### config.mk
export PLATFORM = sky130hd
export DESIGN_NAME = input_debouncer
export DESIGN_NICKNAME = d
export VERILOG_FILES = /design/src/rtl/input_debouncer_pkg.sv /design/src/rtl/input_debouncer_channel.sv /design/src/rtl/input_debouncer.sv
export SDC_FILE = /design/constraint.sdc
export NUM_CORES = 1
export LEC_CHECK = 0
export CORE_ASPECT_RATIO = 0.75
export CORE_MARGIN = 2
export CORE_UTILIZATION = 50
export DETAILED_ROUTE_END_ITERATION = 12
export MAX_ROUTING_LAYER = met4
export PLACE_DENSITY = 0.68
export SLEW_MARGIN = 20
export SYNTH_ARGS = -nofsm -noshare
export SYNTH_HDL_FRONTEND = slang
export SYNTH_HIERARCHICAL = 1
export SYNTH_SLANG_ARGS = --single-unit
### constraint.sdc
create_clock -name clk -period 7.4 [get_ports clk]
set_clock_uncertainty 0.15 [all_clocks]
set_input_delay 1.85 -clock clk [delete_from_list [all_inputs] [get_ports clk]]
set_output_delay 1.85 -clock clk [all_outputs]
set_load 0.02 [all_outputs]
### src/rtl/input_debouncer_pkg.sv
// input_debouncer_pkg: channel map and default sizing for the input debouncer.
package input_debouncer_pkg;
    localparam int INPUT_CHANNELS         = 9;
    localparam int DEFAULT_DEBOUNCE_WIDTH = 8;
    localparam int DEFAULT_TICK_DIV_WIDTH = 10;
    typedef enum logic [3:0] {
        CH_SER = 4'd0,
        CH_A   = 4'd1,
        CH_B   = 4'd2,
        CH_C   = 4'd3,
        CH_D   = 4'd4,
        CH_E   = 4'd5,
        CH_F   = 4'd6,
        CH_G   = 4'd7,
        CH_H   = 4'd8
    } channel_e;
endpackage

### src/rtl/input_debouncer_channel.sv
// debounce_channel: one channel's persistence counter, debounced level and edge set pulses.
module debounce_channel
    import input_debouncer_pkg::*;
#(
    parameter int DEBOUNCE_WIDTH = DEFAULT_DEBOUNCE_WIDTH
) (
    input  logic                      clk,
    input  logic                      reset,
    input  logic                      tick,
    input  logic                      sample,
    input  logic [DEBOUNCE_WIDTH-1:0] eff_thr,
    output logic                      stable,
    output logic                      rise,
    output logic                      fall
);
    logic [DEBOUNCE_WIDTH-1:0] count;
    logic [DEBOUNCE_WIDTH:0]   count_inc;
    logic                      accept;
    // One extra bit so an all-ones threshold never wraps the compare
    assign count_inc = {1'b0, count} + (DEBOUNCE_WIDTH+1)'(1);
    assign accept    = tick && (sample != stable) && (count_inc >= {1'b0, eff_thr});
    assign rise      = accept && sample;
    assign fall      = accept && !sample;
    always_ff @(posedge clk or posedge reset) begin
        if (reset) begin
            count  <= '0;
            stable <= 1'b0;
        end else if (tick) begin
            stable <= accept ? sample : stable;
            count  <= (sample == stable || accept) ? '0 : count_inc[DEBOUNCE_WIDTH-1:0];
        end
    end
endmodule

### src/rtl/input_debouncer.sv
// input_debouncer: per-channel debounce with sticky edge flags and a masked level irq.
// Define INPUT_DEBOUNCER_SYNC_EN to add a 2-FF synchroniser on raw_in.
module input_debouncer
    import input_debouncer_pkg::*;
#(
    parameter int CHANNELS       = INPUT_CHANNELS,
    parameter int DEBOUNCE_WIDTH = DEFAULT_DEBOUNCE_WIDTH,
    parameter int TICK_DIV_WIDTH = DEFAULT_TICK_DIV_WIDTH
) (
    input  logic                      clk,
    input  logic                      reset,
    input  logic [CHANNELS-1:0]       raw_in,
    input  logic [DEBOUNCE_WIDTH-1:0] debounce_threshold,
    input  logic [CHANNELS-1:0]       flag_clear,
    input  logic [CHANNELS-1:0]       irq_enable,
    output logic [CHANNELS-1:0]       stable_out,
    output logic [CHANNELS-1:0]       rise_flags,
    output logic [CHANNELS-1:0]       fall_flags,
    output logic                      irq
);
    logic [TICK_DIV_WIDTH-1:0] prescale;
    logic                      tick;
    logic [DEBOUNCE_WIDTH-1:0] eff_thr;
    logic [CHANNELS-1:0]       sample;
    logic [CHANNELS-1:0]       rise_set;
    logic [CHANNELS-1:0]       fall_set;
    assign tick    = &prescale;
    assign eff_thr = (debounce_threshold == '0) ? DEBOUNCE_WIDTH'(1) : debounce_threshold;
`ifdef INPUT_DEBOUNCER_SYNC_EN
    logic [CHANNELS-1:0] sync_q1;
    logic [CHANNELS-1:0] sync_q2;
    always_ff @(posedge clk or posedge reset) begin
        if (reset) begin
            sync_q1 <= '0;
            sync_q2 <= '0;
        end else begin
            sync_q1 <= raw_in;
            sync_q2 <= sync_q1;
        end
    end
    assign sample = sync_q2;
`else
    assign sample = raw_in;
`endif
    for (genvar c = 0; c < CHANNELS; c++) begin : g_ch
        debounce_channel #(.DEBOUNCE_WIDTH(DEBOUNCE_WIDTH)) u_ch (
            .clk    (clk),
            .reset  (reset),
            .tick   (tick),
            .sample (sample[c]),
            .eff_thr(eff_thr),
            .stable (stable_out[c]),
            .rise   (rise_set[c]),
            .fall   (fall_set[c])
        );
    end
    // A set pulse overrides a clear arriving on the same clk
    always_ff @(posedge clk or posedge reset) begin
        if (reset) begin
            prescale   <= '0;
            rise_flags <= '0;
            fall_flags <= '0;
            irq        <= 1'b0;
        end else begin
            prescale   <= prescale + TICK_DIV_WIDTH'(1);
            rise_flags <= (rise_flags & ~flag_clear) | rise_set;
            fall_flags <= (fall_flags & ~flag_clear) | fall_set;
            irq        <= |((rise_flags | fall_flags) & irq_enable);
        end
    end
endmodule

# Yosys cells after proc, flatten, opt, wreduce, memory -nomap -nowiden
# Cells that the tools add are included.
dict set report totals {
  reg_bits 110
  inputBits 37
  out_inout_bits 28
}
dict set report op_classes {
  n_mux 10
  n_eq_ne 18
  reduce_logical 66
  add_sub_neg 10
  bitwise 7
  magnitude_cmp 9
}
# cell count
set ops {}
lappend ops {{$reduce_and A11 Y1} 9}
lappend ops {{$add A8 B1 Y9 const B} 9}
lappend ops {{$ge A9 B8 Y1} 9}
lappend ops {{$mux W8} 10}
lappend ops {{$logic_and A1 B1 Y1} 36}
lappend ops {{$and A9 B9 Y9} 3}
lappend ops {{$or A9 B9 Y9} 3}
lappend ops {{$add A10 B1 Y10 const B} 1}
lappend ops {{$reduce_and A10 Y1} 1}
lappend ops {{$eq A1 B1 Y1} 9}
lappend ops {{$logic_not A1 Y1} 9}
lappend ops {{$logic_or A1 B1 Y1} 9}
lappend ops {{$ne A1 B1 Y1} 9}
lappend ops {{$not A9 Y9} 1}
lappend ops {{$reduce_or A9 Y1} 1}
lappend ops {{$logic_not A8 Y1} 1}

# Longest topological paths before layout
dict set report depth {
  ltp_word 6
  mapped_depth 11
  ltp_nobuf 11
}

# Modules after synthesis
# Netlist, hierarchy kept.
# mod area_each_um2 instances cells_per_inst
set by_module_without_submodules {}
lappend by_module_without_submodules {debounce_channel 700.7 9 74}
lappend by_module_without_submodules {input_debouncer 1188.6 1 105}

# Worst setup path before layout
# Ideal clock, no wire load.
dict set report synth_path {
  path_type {in2reg}
  startpoint {input debounce_threshold[4]}
  endpoint {register rise_flags[0]}
  path_stages 9
  arrival_ns 3.477
  setup_slack_ns 3.655
  path_buffers 0
  path_cell_list {nor4_1 > a21o_1 > ha_1 > nor2b_1 > o21ai_0 > a31oi_1 > a21oi_2 > and3b_2 > a21o_1}
}
dict set report synth_between {
  elab_chain_len 6
}
# element line
set synth_rtl {}
lappend synth_rtl {{start, declared} input_debouncer.sv:13} ;# input logic [DEBOUNCE_WIDTH-1:0] debounce_threshold,
lappend synth_rtl {{$logic_not A8 Y1} input_debouncer.sv:28} ;# assign eff_thr = (debounce_threshold == '0) ? DEBOUNCE_WIDTH'(1) : debounce_threshold;
lappend synth_rtl {{$mux W8} input_debouncer.sv:28}
lappend synth_rtl {{named net eff_thr[0]} input_debouncer.sv:23} ;# logic [DEBOUNCE_WIDTH-1:0] eff_thr;
lappend synth_rtl {{$ge A9 B8 Y1} input_debouncer_channel.sv:21} ;# assign accept = tick && (sample != stable) && (count_inc >= {1'b0, eff_thr});
lappend synth_rtl {{$logic_and A1 B1 Y1} input_debouncer_channel.sv:21}
lappend synth_rtl {{$logic_and A1 B1 Y1} input_debouncer_channel.sv:22} ;# assign rise = accept && sample;
lappend synth_rtl {{named net rise_set[0]} input_debouncer.sv:25} ;# logic [CHANNELS-1:0] rise_set;
lappend synth_rtl {{$or A9 B9 Y9} input_debouncer.sv:66} ;# rise_flags <= (rise_flags & ~flag_clear) | rise_set;
lappend synth_rtl {{end signal, assigned} input_debouncer.sv:66}
lappend synth_rtl {{end, declared} input_debouncer.sv:17} ;# output logic [CHANNELS-1:0] rise_flags,
# The timed path passes the listed nets, and every way through them passes these cells.
# A chain may end at the register's enable or synchronous reset.

# Worst setup path after layout
dict set report layout_path {
  startpoint {input debounce_threshold[7]}
  endpoint {register rise_flags[5]}
}
# The elaborated chain is that of the path after synthesis.

==> summary.md <==
| Metric | Value |
|---|---|
| Worst vdd ir | about 95 uV |
| Simple-Gate Fraction of Synth Area | 0.1449 |
| Commonest cells in the netlist | inv_1 (112), dfrtp_1 (110), ha_1 (82), a32o_1 (63), nand2_1 (58) |
| Largest family of logic cells by synthesized area | compound AO/OA/AOI/OAI gates |
| DPL Wire Length | ~13 mm |
| CTS tree | yes |
| Worst skew pair latency | roughly 0.35 ns |
| Layout cells sized above 1 | 0.09209 |
| Via density | between 5 and 6 |
| CTS Buf Count | 9 |
| Clock sinks | 110 |
| Total number of vias | 6,005 |
| All-layer global routing usage | 0.2326 |
| Starting density of the core | 0.5151 |
| Fillers | roughly 1,200 |
| Max Slew Vio Count | 0 |
| Placer Congestion | about 0.88 |
| Mux cell area share after synthesis | 0.01352 |
| Worst-path maximum fanout | 10 |
| Worst Path Required | approximately 7.5 ns |
| Initial DRC Count | 350 |
| Fin crit share | 0.6433 |
| Synth Area in Compound Gates | 0.1903 |
| Setup crit end kind | register |
| Routed Antenna Nets | 0 |
| N_diodes | 0 |
| Period minus WS final | between 4 and 5 ns |
| Synth Area in XOR/XNOR | 0.08297 |
| Crit path kind | input port to register |
| Post-synth top flop | dfrtp_1 |
| Yosys warns | 6 |
| Max-Cap Viols | 0 |
| Comb pwr share | 0.082 |
| Min-Delay Path Class | register to register |
| Status | finished clean |
| Max clock buf depth | 2 |
| I/O pin count | 65 |
| Sw power | 289.2 uW |
| Seq pwr share | 0.517 |
| Row cnt | 38 |
| Final setup fails | 0 |
| Design internal power | slightly below 900 uW |
| Cell Pwr Density | about 140 nW/um2 |
| Most common cell in the synthesized netlist | inv_1 |
| Root buf cell | clkbuf_16 |
| Switching share of power | 0.2465 |
| Die extent in y | about 110 um |
| Leakage power | approximately 4.5 nW |
| Final Net Count | 961 |
| Number of global-route vias before repair | 5,774 |
| Clk pin slew, worst setup/hold paths | 0.08 ns |
| Syn_nets | roughly 900 |
| Die area | between 15,000 and 20,000 um2 |
| Fmax | about 0.21 GHz |
| Endpoints failing hold | 0 |
| RSZ-0062 raised after global routing | no |
| H-tree Lvls | 3 |
| Core area | between 10,000 and 15,000 um2 |
| Setup Total Neg Slack | 0 ns |
| Synth area leader | dfrtp_1 |
| CP Launch Type | input port |
| Clock power share | 0.401 |
| Synthesized area | 7495 um2 |
| Initial antenna violation count | 0 |
| Slew @ Worst Pin | between 0.7 and 0.8 ns |
| Post-CTS Hold Buffers | 0 |
| Syn Inst Count | between 700 and 800 |
| Routed wire per std cell | 16.88 um |
| Largest net degree at the start of global routing | 22 |
| Area Growth Syn to Fin | 15.74% |
| PostCTS Resize Cnt | 0 |
| Post-synth EDFFs | 0 |
| Setup Fix Bufs, Post-CTS | 0 |
| Post-synth ARST share | 1.000 |
| Die outline width | about 150 um |
| Top cell type's share of synthesized area | 0.3673 |
| Worst EP arrival | between 4 and 5 ns |
| First-pass GRT wire length | just under 30 mm |
| First-pass DRT Iterations | 5 |
| Sequential area share after synthesis | 0.3673 |
| Slew Limit Headroom | 0.5090 |
| Drt drc | 0 |
| Total grt overflow | 0 |
| Leading post-synthesis cells by cell area | dfrtp_1 (37%), ha_1 (14%), a32o_1 (8.4%) |
| Post-Synthesis Mean Instance Area | roughly 9.7 um2 |
| Netlist cell types | 27 |
| Yosys reg bits | 110 |
| WHS | roughly 0.33 ns |
| Post-synthesis adder-cell area fraction | 0.1369 |
| Port bufs | 64 |
| Total Wirelength | about 18 mm |
## worst max-delay path: stages
cell and delay, ns:
clkdlybuf4s50_1 0.80, nor4_1 0.38, a21o_1 0.49, ha_1 0.32
nor2b_1 0.13, o21ai_0 0.15, a31oi_1 0.27, a21oi_2 0.10
and3b_2 0.21, a21o_1 0.14
## logic make-up (layout without fill, tap and decap cells)
group	after synthesis	in the layout
AND/OR/NAND/NOR	190	190
XOR/XNOR	71	71
adder cells (fa/ha/maj)	82	82
multiplexers	9	9
buffers and inverters	128	204
AO/OA/AOI/OAI	181	181
flip-flops	110	110
## flip-flops by register name, summed over array words and instances, names as in the netlist
register,flops
fall_flags,9
g_ch.u_ch/count,72
g_ch.u_ch/stable,9
irq,1
prescale,10
rise_flags,9
## area by class of cell
| cell class | instances | area [um2] | share of cell area |
|---|---|---|---|
| Clock buffer | 11 | 242.7 | 0.02798 |
| Sequential cell | 110 | 2753 | 0.3173 |
| Timing Repair Buffer | 67 | 663.1 | 0.07645 |
| Inverter | 121 | 454.2 | 0.05236 |
| Tap cell | 200 | 250.2 | 0.02885 |
| Clock inverter | 5 | 43.79 | 0.005048 |
| Multi-Input combinational cell | 533 | 4268 | 0.4920 |
## layer usage
metal  vias up  global-route usage  part of all wire
met1      2935              0.3104              0.47
met2       150              0.3751              0.48
met3        22             0.03580             0.039
met4         0             0.06443             0.014
li1       2898                   -                 -
met5         -                   -                 0
## power groups by stage
| stage | registers, mW | clock network [mW] | logic [mW] |
|---|---|---|---|
| floorplan | 0.621 | 0 | 0.0467 |
| global placement | 0.618 | 0 | 0.0935 |
| detailed placement | 0.618 | 0 | 0.0967 |
| CTS | 0.606 | 0.486 | 0.0974 |
| global route | 0.607 | 0.508 | 0.108 |
| finish | 0.606 | 0.471 | 0.0964 |
## per-stage QoR
step                      utilization  setup slack (ns)  cells  total power [mW]  instance area, um2
after global routing           0.5962             2.506   1047             1.223                8675
after CTS                      0.5962             2.677   1047             1.189                8675
final                          0.5962             2.639   1047             1.174                8675
after global placement         0.5765             2.410   1031            0.7115                8388
after detailed placement       0.5765             2.305   1031            0.7149                8388
after floorplan                     -             3.655    771            0.6674                7495
## final timing paths
kind | from | end | slack [ns] | depth (start not counted)
worst max register to register | g_ch[1].u_ch/count[0] | g_ch[1].u_ch/count[7] | 4.62 | 10
max in group asynchronous | reset | prescale[0] | 4.50 | 4
worst max-delay path | debounce_threshold[7] | rise_flags[5] | 2.64 | 10
worst min-delay path | prescale[8] | prescale[8] | 0.33 | 1
min in group asynchronous | reset | g_ch[6].u_ch/count[0] | 1.83 | 3
worst min register to register | prescale[8] | prescale[8] | 0.33 | 1
## placed cells by master, fill, tap and decap left out, types with 10 or more instances in the layout
cell type and instances:
xnor2_1 31, ha_1 82, clkdlybuf4s50_1 64, nand4_1 10
inv_1 112, nand3_1 12, nor3_1 37, nand3_2 20
a21o_1 28, and3b_2 18, a32o_1 63, xor2_1 40
o21ai_0 27, a21oi_1 27, dfrtp_1 110, nand2_1 58
nor2_1 20
Power figures use the tool's default switching activity.
==> RTL change: new RTL, config.mk and constraints unchanged <==
`DEFAULT_TICK_DIV_WIDTH`: 10 -> 9.
--- a/src/rtl/input_debouncer_pkg.sv
+++ b/src/rtl/input_debouncer_pkg.sv
@@ -2,7 +2,7 @@
 package input_debouncer_pkg;
     localparam int INPUT_CHANNELS         = 9;
     localparam int DEFAULT_DEBOUNCE_WIDTH = 8;
-    localparam int DEFAULT_TICK_DIV_WIDTH = 10;
+    localparam int DEFAULT_TICK_DIV_WIDTH = 9;
     typedef enum logic [3:0] {
         CH_SER = 4'd0,
         CH_A   = 4'd1,
Check against the original RTL: same outputs for any inputs over 10 cycles, from zero or initial values and one cycle with reset high; that may be too few to reach the edited logic, so the function may still have changed.
==> RTL change against the original RTL <==
  * Sequential cell count is 1 lower
  * Die area is 0.86% lower
  * Non-clock buffer count is 2 lower
  * Area after synthesis is 0.88% lower
  * Sequential power is 0.8% lower
  * Power is 4.2% higher
  * Wire length is 1.3% lower
  * Setup slack better by 130 ps
  * Design area is 0.63% lower
  * Global-route usage is 0.76 points higher
  * Critical path type unchanged
  * Critical endpoint is now rise_flags[4]
  * Largest power group unchanged
==> RTL change: results <==
group,metric,value,unit
run_status,status,"finished, final reports clean",
placement,place_area,0.00830,mm²
global_route,grt_use_total,24.0,%
layout,nets,952,
synth,ys_warn_count,6,
drt,avgViaCountPerCell,5.75,
pwr,p_sw_share,23.6,%
global_route,grt_pass1_vias,5885,
pwr,p_per_area,142,mW/mm²
placement,place_ws,2370,ps
synth,synthAdderAreaFrac,14.0,%
layout,n_clock_buffer,9,
drt,wl_per_cell,16.8,µm
layout,n_all_buffers,65,
clocking,clock_sinks,109,
layout,inverters,119,
global_route,grt_first_pass_wirelength,28800,µm
layout,bufAreaShareNonClock,7.52,%
layout,multiInputCombCellCount,528,
global_route,grt_max_degree,25,
synth,muxShareOfSynthArea,1.36,%
synth,synth-compound-area-share,19.3,%
layout,multi_input_area,0.00423,mm²
synth,synth_cell_type_count,31,
layout,drive_gt1_share,8.85,%
layout,clk_share,3.70,%
placement,portBuffers,64,
synth,synth_common_cells,"inv_1 (110), dfrtp_1 (109), ha_1 (83), a32o_1 (63), nand2_1 (56)",
worst_setup_path,crit_path_max_incr_delay,780,ps
layout,seq_share,31.6,%
drt,drt-pass1-iter-count,4,
placement,gp_congestion,0.892,
synth,synth_xor_area_share,8.14,%
placement,dp_hpwl,13100,µm
synth,yosys-top-cells-area,"dfrtp_1 (37%), ha_1 (14%), a32o_1 (8.5%), inv_1 (5.6%), xor2_1 (4.4%)",
sta,tightest_slew,1070,ps
synth,syn_nets,883,
pwr,leakagePower,4.45,nW
drt,first_iter_violations,353,
synth,yosysSeqAreaShare,36.7,%
pwr,ir_drop,124,µV
RTL change: cell count changes after synthesis, sizes merged, moves of 2 or more:
cell	delta
nor3	-3
xor2	-3
nand2	-2
and3	+2
inv	-2
RTL change: metrics by stage:
step | std cells | util [%]
after floorplan | 763 | -
after global placement | 1021 | 57.2
after detailed placement | 1021 | 57.2
after CTS | 1036 | 59.4
after global routing | 1036 | 59.4
final | 1036 | 59.4
RTL change: path summary, 6_finish.rpt:
check                                       from                   to  slack (ps)  cells past startpoint
max                        debounce_threshold[7]        rise_flags[4]        2770                     10
min                                  prescale[7]          prescale[7]         320                      1
max reg2reg                          prescale[0]  g_ch[7].u_ch/stable        4130                      7
min reg2reg                          prescale[7]          prescale[7]         320                      1
max in group asynchronous                  reset          prescale[8]        4410                      3
min in group asynchronous                  reset        rise_flags[0]        2030                      2
RTL change: routing by layer:
layer | routed length (µm) | share of wire (%) | up-vias | global-route usage [%]
met5 | 0 | 0 | - | -
met4 | 191 | 1.1 | 0 | 6.10
met3 | 702 | 4.0 | 16 | 4.27
met2 | 8310 | 48 | 121 | 39.0
met1 | 8240 | 47 | 2947 | 31.4
li1 | - | - | 2872 | -
RTL change: logic make-up after synthesis:
logic type	after synthesis
fa+ha+maj	83
xor+xnor	69
flops	109
simple gates	186
mux	9
compound gates	181
buf+inv	126
RTL change: power groups by stage:
stage          Sequential [mW]  Clock, mW  Combinational (mW)
5_1_grt                  0.601      0.568               0.107
3_5_place_dp             0.613          0              0.0957
3_3_place_gp             0.612          0              0.0927
6_report                 0.601      0.527              0.0951
2_1_floorplan            0.615          0              0.0466
4_1_cts                  0.601      0.545              0.0964
